`config.mk`:
```
export PLATFORM = sky130hd
export DESIGN_NAME = link_ddr_downstream_sipo_token
export DESIGN_NICKNAME = d
export VERILOG_FILES = /design/src/rtl/link_ddr_downstream_sipo_token.sv
export SDC_FILE = /design/constraint.sdc
export NUM_CORES = 1
export LEC_CHECK = 0
export ABC_AREA = 1
export BUFFER_PORTS_ARGS = -buffer_cell sky130_fd_sc_hd__buf_4
export CORE_ASPECT_RATIO = 1.1
export CORE_MARGIN = 1
export CORE_UTILIZATION = 66
export DETAILED_ROUTE_END_ITERATION = 16
export GPL_ROUTABILITY_DRIVEN = 0
export GPL_TIMING_DRIVEN = 0
export PLACE_DENSITY = 0.88
export RECOVER_POWER = 25
export SLEW_MARGIN = 40
export SYNTH_ARGS = -nofsm -noshare
export SYNTH_HDL_FRONTEND = slang
export SYNTH_SLANG_ARGS = --single-unit
```
`constraint.sdc`:
```
create_clock -name clk -period 25.9 [get_ports clk]
set_input_delay 2.59 -clock clk [delete_from_list [all_inputs] [get_ports clk]]
set_output_delay 2.59 -clock clk [all_outputs]
set_load 0.03 [all_outputs]
```
`src/rtl/link_ddr_downstream_sipo_token.sv`:
```
// ---------------------------------------------------------------------------
// link_ddr_downstream_sipo_token
// Receive-side stage of the DDR link: gathers num_pieces_p channel pieces into
// one core word, buffers finished words in a small FIFO, and returns credit to
// the sender as a token that toggles once per 2^lg_credit_decimation_p pops.
//
// Ports
//   clk, rst            : clock, asynchronous active-high reset
//   io_valid_i/io_data_i : incoming link piece (piece 0 is least significant)
//   core_valid_o         : FIFO head valid
//   core_data_o          : FIFO head word (0 when empty)
//   core_yumi_i          : core consumes head word this cycle
//   token_o              : credit token level
//   overflow_o           : sticky, a completed word was dropped on a full FIFO
//   words_consumed_o     : consumed-word residue counter
// ---------------------------------------------------------------------------
module link_ddr_downstream_sipo_token #(
   parameter int unsigned channel_width_p        = 8,
   parameter int unsigned num_pieces_p           = 8,
   parameter int unsigned fifo_els_p             = 4,
   parameter int unsigned lg_credit_decimation_p = 3
) (
   input  logic                                      clk,
   input  logic                                      rst,
   input  logic                                      io_valid_i,
   input  logic [channel_width_p-1:0]                io_data_i,
   output logic                                      core_valid_o,
   output logic [channel_width_p*num_pieces_p-1:0]   core_data_o,
   input  logic                                      core_yumi_i,
   output logic                                      token_o,
   output logic                                      overflow_o,
   output logic [lg_credit_decimation_p-1:0]         words_consumed_o
);

   localparam int unsigned CoreWidth = channel_width_p * num_pieces_p;
   localparam int unsigned CntWidth  = (num_pieces_p > 1) ? $clog2(num_pieces_p) : 1;
   localparam int unsigned PtrWidth  = $clog2(fifo_els_p);
   localparam int unsigned OccWidth  = PtrWidth + 1;

   logic [CntWidth-1:0]               r_piece_cnt;
   logic [CoreWidth-1:0]              r_assembly;
   logic [CoreWidth-1:0]              r_mem [fifo_els_p];
   logic [PtrWidth-1:0]               r_rd_ptr;
   logic [PtrWidth-1:0]               r_wr_ptr;
   logic [OccWidth-1:0]               r_occ;
   logic                              r_valid;
   logic                              r_token;
   logic                              r_overflow;
   logic [lg_credit_decimation_p-1:0] r_words_consumed;

   logic [CoreWidth-1:0]              w_asm_next;
   logic                              w_last;
   logic                              w_full;
   logic                              w_pop;
   logic                              w_push;
   logic                              w_drop;
   logic [OccWidth-1:0]               w_occ_next;

   // Assembly register with the current piece merged in; on the last piece
   // this is the completed word that gets pushed on the same edge.
   always_comb begin
      w_asm_next = r_assembly;
      for (int unsigned i = 0; i < num_pieces_p; i++) begin
         if (io_valid_i && (r_piece_cnt == CntWidth'(i))) begin
            w_asm_next[i*channel_width_p +: channel_width_p] = io_data_i;
         end
      end
   end

   // FIFO control; a pop in the completion cycle frees the slot for the push.
   always_comb begin
      w_last = io_valid_i && (r_piece_cnt == CntWidth'(num_pieces_p - 1));
      w_full = (r_occ == OccWidth'(fifo_els_p));
      w_pop  = core_yumi_i && r_valid;
      w_push = w_last && (!w_full || w_pop);
      w_drop = w_last && w_full && !w_pop;
      w_occ_next = r_occ;
      if (w_push && !w_pop) begin
         w_occ_next = r_occ + OccWidth'(1);
      end else if (!w_push && w_pop) begin
         w_occ_next = r_occ - OccWidth'(1);
      end
   end

   // Piece counter and assembly register.
   always_ff @(posedge clk or posedge rst) begin
      if (rst) begin
         r_piece_cnt <= '0;
         r_assembly  <= '0;
      end else if (io_valid_i) begin
         r_assembly  <= w_asm_next;
         r_piece_cnt <= w_last ? '0 : r_piece_cnt + CntWidth'(1);
      end
   end

   // FIFO storage, pointers and occupancy.
   always_ff @(posedge clk or posedge rst) begin
      if (rst) begin
         for (int unsigned i = 0; i < fifo_els_p; i++) begin
            r_mem[i] <= '0;
         end
         r_rd_ptr <= '0;
         r_wr_ptr <= '0;
         r_occ    <= '0;
         r_valid  <= 1'b0;
      end else begin
         if (w_push) begin
            r_mem[r_wr_ptr] <= w_asm_next;
            r_wr_ptr        <= r_wr_ptr + PtrWidth'(1);
         end
         if (w_pop) begin
            r_rd_ptr <= r_rd_ptr + PtrWidth'(1);
         end
         r_occ   <= w_occ_next;
         r_valid <= (w_occ_next != '0);
      end
   end

   // Credit return and sticky overflow.
   always_ff @(posedge clk or posedge rst) begin
      if (rst) begin
         r_words_consumed <= '0;
         r_token          <= 1'b0;
         r_overflow       <= 1'b0;
      end else begin
         if (w_pop) begin
            r_words_consumed <= r_words_consumed + lg_credit_decimation_p'(1);
            if (r_words_consumed == '1) begin
               r_token <= ~r_token;
            end
         end
         if (w_drop) begin
            r_overflow <= 1'b1;
         end
      end
   end

   assign core_valid_o     = r_valid;
   assign core_data_o      = r_valid ? r_mem[r_rd_ptr] : '0;
   assign token_o          = r_token;
   assign overflow_o       = r_overflow;
   assign words_consumed_o = r_words_consumed;

endmodule

```
; Yosys cells after proc, flatten, opt, wreduce, memory -nomap -nowiden
; Index checks and enable logic that the tools add are counted.
[word_totals]
rom_bits = 0
out_inout_bits = 70
word_cells = 74
mem_count = 0
ff_bits = 336
inputBits = 12
ram_bits = 0
latch_bits = 0
[op_classes]
magnitude_cmp = 3
eq_ne = 9
shift = 0
n_div = 0
n_reduce_logical = 22
bitwise = 3
mux = 18
add_sub_neg = 6
multipliers = 0
[ops]
columns = op, n
row1 = 256-bit bitwise mux, 1
row2 = 64-bit two-way mux, 4
row3 = 64-bit binary-select mux with 2-bit select, 1
row4 = 64-bit demux with 2-bit select, 1
row5 = 8-bit two-way mux, 8
row6 = "3-bit equality test, second input constant", 6
row7 = 1-bit logical AND, 15
row8 = "3-bit by 1-bit adder with 3-bit output, second input constant", 3
row9 = 3-bit two-way mux, 3
row10 = "3-bit by 2-bit equality test with 1-bit output, second input constant", 2
row11 = "3-bit greater-or-equal comparator, second input constant", 2
row12 = 2-bit NOT with 3-bit output, 2
row13 = "2-bit by 1-bit adder with 2-bit output, second input constant", 2
row14 = "3-bit by 1-bit equality test with 1-bit output, second input constant", 1
row15 = 1-bit zero test, 3
row16 = 3-bit zero test, 1
row17 = "3-bit by 1-bit < comparator with 1-bit output, second input constant", 1
row18 = 3-bit nonzero test, 1
row19 = "3-bit by 1-bit subtractor with 3-bit output, second input constant", 1
row20 = 2-bit AND reduction, 1
row21 = 1-bit logical OR, 1
row22 = 1-bit NOT, 1

; Longest topological paths before layout
[depth]
depth_word = 9
ltp_mapped = 12
depth_no_buf = 10

; Least setup slack after synthesis
; OpenSTA, ideal clock, no wires.
[synth_path]
path_kind = register to output
start = reg r_rd_ptr[1]
end = out core_data_o[23]
t_arrival_ns = 1.553
n_path_buf = 3
path_stages_with_launch = 6
setup_slack_ns = 21.757
t_required_ns = 23.310
path_cell_list = dfrtp_1 -> buf_2 -> buf_2 -> buf_1 -> o211ai_1 -> a21oi_1
[synth_via]
elab_chain_cells = 5
[synth_rtl]
columns = item, line
row1 = start: declaration, 43  ; logic [PtrWidth-1:0] r_rd_ptr;
row2 = start signal: assignment, 112  ; r_rd_ptr <= r_rd_ptr + PtrWidth'(1);
row3 = 2-bit NOT with 3-bit output (implied by the code), 139  ; assign core_data_o = r_valid ? r_mem[r_rd_ptr] : '0;
row4 = 64-bit binary-select mux with 2-bit select, 139
row5 = 64-bit two-way mux (implied by the code) (2 in series), 139
row6 = 64-bit two-way mux, 139
row7 = end: declaration, 28  ; output logic [channel_width_p*num_pieces_p-1:0] core_data_o,
; Every way passes these cells. The select of a mux whose other input is x is not followed.

==> results_dict.tcl <==
set metrics [dict create \
    yosys-top-cells-count "nand2_1 (543), dfrtp_1 (336), o21ai_0 (256)" \
    synthTopCellsByArea "dfrtp_1 (55%), nand2_1 (13%), o21ai_0 (8.4%), inv_1 (4.4%), a21oi_1 (4.2%)" \
    yosysUniqueCellTypes 32 \
    setup_viol 0 \
    die_h_um 161 \
    r2r_start "r_piece_cnt[0]" \
    top_usage_layer "met2" \
    rsz0062_at_grt "no" \
    slowest_delay_ns 3.19 \
    grt_overflow 0 \
    cts_setup_buffers 0 \
    vias 13500 \
    n_fill_cell 1397 \
    use_met2_pct 62.4 \
    critical_path_class "in2async" \
    fin_crit_ns 7.55 \
    cp-startpoint "rst" \
    hpwl_um 28300 \
    arrival_ns 7.12 \
    cts_buffers 35 \
    holdBufCountCts 0 \
    grtUsageTotal_pct 38.7 \
    endpoint_kind "asynchronous set/reset pin" \
    grtUsageMet3_pct 7.09 \
    yosysMostFrequentCell "nand2_1" \
    yosysTopAreaCellShare_pct 55.3 \
    max_freq_mhz 132 \
    postRouteAntennaNets 0 \
    violations "capacitance limit, slew limit" \
    dr.pass1.iters 5 \
    ios 82 \
    finalClockSkew_ns 0.0264 \
    antenna_found_initial 0 \
    core_area_um2 22300 \
    start_kind "primary input" \
    die_w_um 147 \
    clk_path_buf_depth 3 \
    synth_flop_cell "dfrtp_1" \
    synth_top_cell_by_area "dfrtp_1" \
    synth_warnings 0 \
    routed_wl_um 44300 \
    die_area_um2 23700 \
    hold_start "r_mem[217]" \
    cts-root-buf "clkbuf_16" \
    post-route-period-util_pct 29.2 \
    hold-worst-slack_ns 0.470 \
    cts_tree "yes" \
    fin_nets 1922 \
    syn_avg_cell_area_um2 8.58 \
    dpl_cell_area_um2 16300 \
    clk_pin_slew_ns 0.06 \
    worstPathCellList "clkbuf_4 -> clkinvlp_2 -> clkbuf_1" \
    slew_viol_final 280 \
    tns_ns 0 \
    synth_area_um2 15200 \
    status "finished with violations" \
    synth_edf_count 0 \
    drive_above_1_share_pct 12.6 \
    max_slew_margin_pct -198 \
    cts.sinks 336 \
    syn_inst 1773 \
    design_area_um2 17400 \
    finalPower_mw 2.49 \
    wl_per_cell_um 20.0 \
    cp_slowest_cell "clkbuf_1" \
    syn_nets 1800 \
    yosysSeqAreaShare_pct 55.3 \
    ys_async_sr_fraction_pct 100 \
    grt_max_degree 84 \
    tightest_slew_ns 4.47 \
    area_growth_pct 14.4 \
    cts.repair.resized 0 \
    row_count 57 \
    drc 0 \
    crit_required_ns 25.46 \
    htree_levels 2 \
    postLayoutCoreUtil_pct 78.0 \
    first_global_vias 13600 \
    via_per_inst 6.10 \
    crit_fanout 83 \
    power_density_nw_per_um2 143 \
    ys_ff_latch 336 \
    initial_utilization_pct 68.2 \
    ir_worst_vdd_uv 85.9 \
    drt_iter0_drc 1640 \
    maxCapViolCount 4 \
    hold_class "reg2reg" \
    grt_pass1_wl_um 71200 \
    p_leak_nw 8.77 \
    hold_viol 0 \
    portBuffers 81 \
    clkLatencyLatePin_ns 0.53 \
    grtUsageMet1_pct 49.9 \
]
metrics by stage:
step           std cells  setup slack (ns)
3_5_place_dp        2153             21.12
5_1_grt             2214             17.30
4_1_cts             2214             20.59
6_report            2215             18.35
3_3_place_gp        2149             10.69
2_1_floorplan       1773             14.00
power breakdown:
part	internal (mW)	leakage, nW	total (mW)	switching, mW
Sequential	0.748	4.10	0.842	0.0944
Combinational	0.355	4.09	1.13	0.775
Clock	0.313	0.584	0.520	0.206
cell type report:
class,count,area (um2),area share (%)
diodes,1,2.50,0.0144
plain buffers,110,566,3.25
clock buffers,52,1060,6.10
clock inverters,9,123,0.704
inverters,187,713,4.10
multi-input cells,1140,5520,31.7
flip-flops and latches,336,8410,48.3
well taps,295,369,2.12
repair buffers,85,643,3.69
final timing paths:
path,slack [ns],cells past startpoint,endpoint
max in group clk,20.47,6,core_data_o[61]
hold / removal,0.47,2,r_mem[217]
setup / recovery,18.35,3,r_mem[244]
min in group asynchronous,2.59,2,r_assembly[38]
setup reg to reg,23.50,9,r_mem[225]
hold reg to reg,0.47,2,r_mem[217]
placed cells by master (no fill, tap or decap), types with 15 or more instances in the layout:
cell type / n
nand2_1: 544
clkbuf_16: 37
clkbuf_1: 60
o21ai_4: 16
o21ai_1: 38
buf_4: 88
ha_1: 15
a21oi_1: 129
dfrtp_1: 336
o21ai_2: 22
o21ai_0: 256
buf_2: 31
o211ai_1: 39
inv_1: 179
nor2_1: 54
layer usage:
metal | routed length (um) | share of wire (%)
met5 | 0 | 0
met4 | 2370 | 5.4
met2 | 20900 | 47
met1 | 16500 | 37
met3 | 4530 | 10
state kept, by name, summed over array words and instances (netlist names):
name and cells:
r_assembly 64, r_rd_ptr 2, r_occ 3, overflow_o 1
words_consumed_o 3, token_o 1, r_piece_cnt 3, r_mem 256
core_valid_o 1, r_wr_ptr 2
cell families (layout without fill, tap and decap cells):
kind of cell,Yosys count,in the layout,synth area share [%]
compound gates,502,502,18.9
xor+xnor,5,5,0.288
fa+ha+maj,15,15,1.23
buf+inv,297,443,8.44
flops,336,336,55.3
other cells,0,1,0
simple gates,618,618,15.9
worst max-delay path, delay by kind of cell:
family,cells,cell delay [ns]
buf+inv,3,4.42
Note: power is estimated with default switching activity, not from simulation.
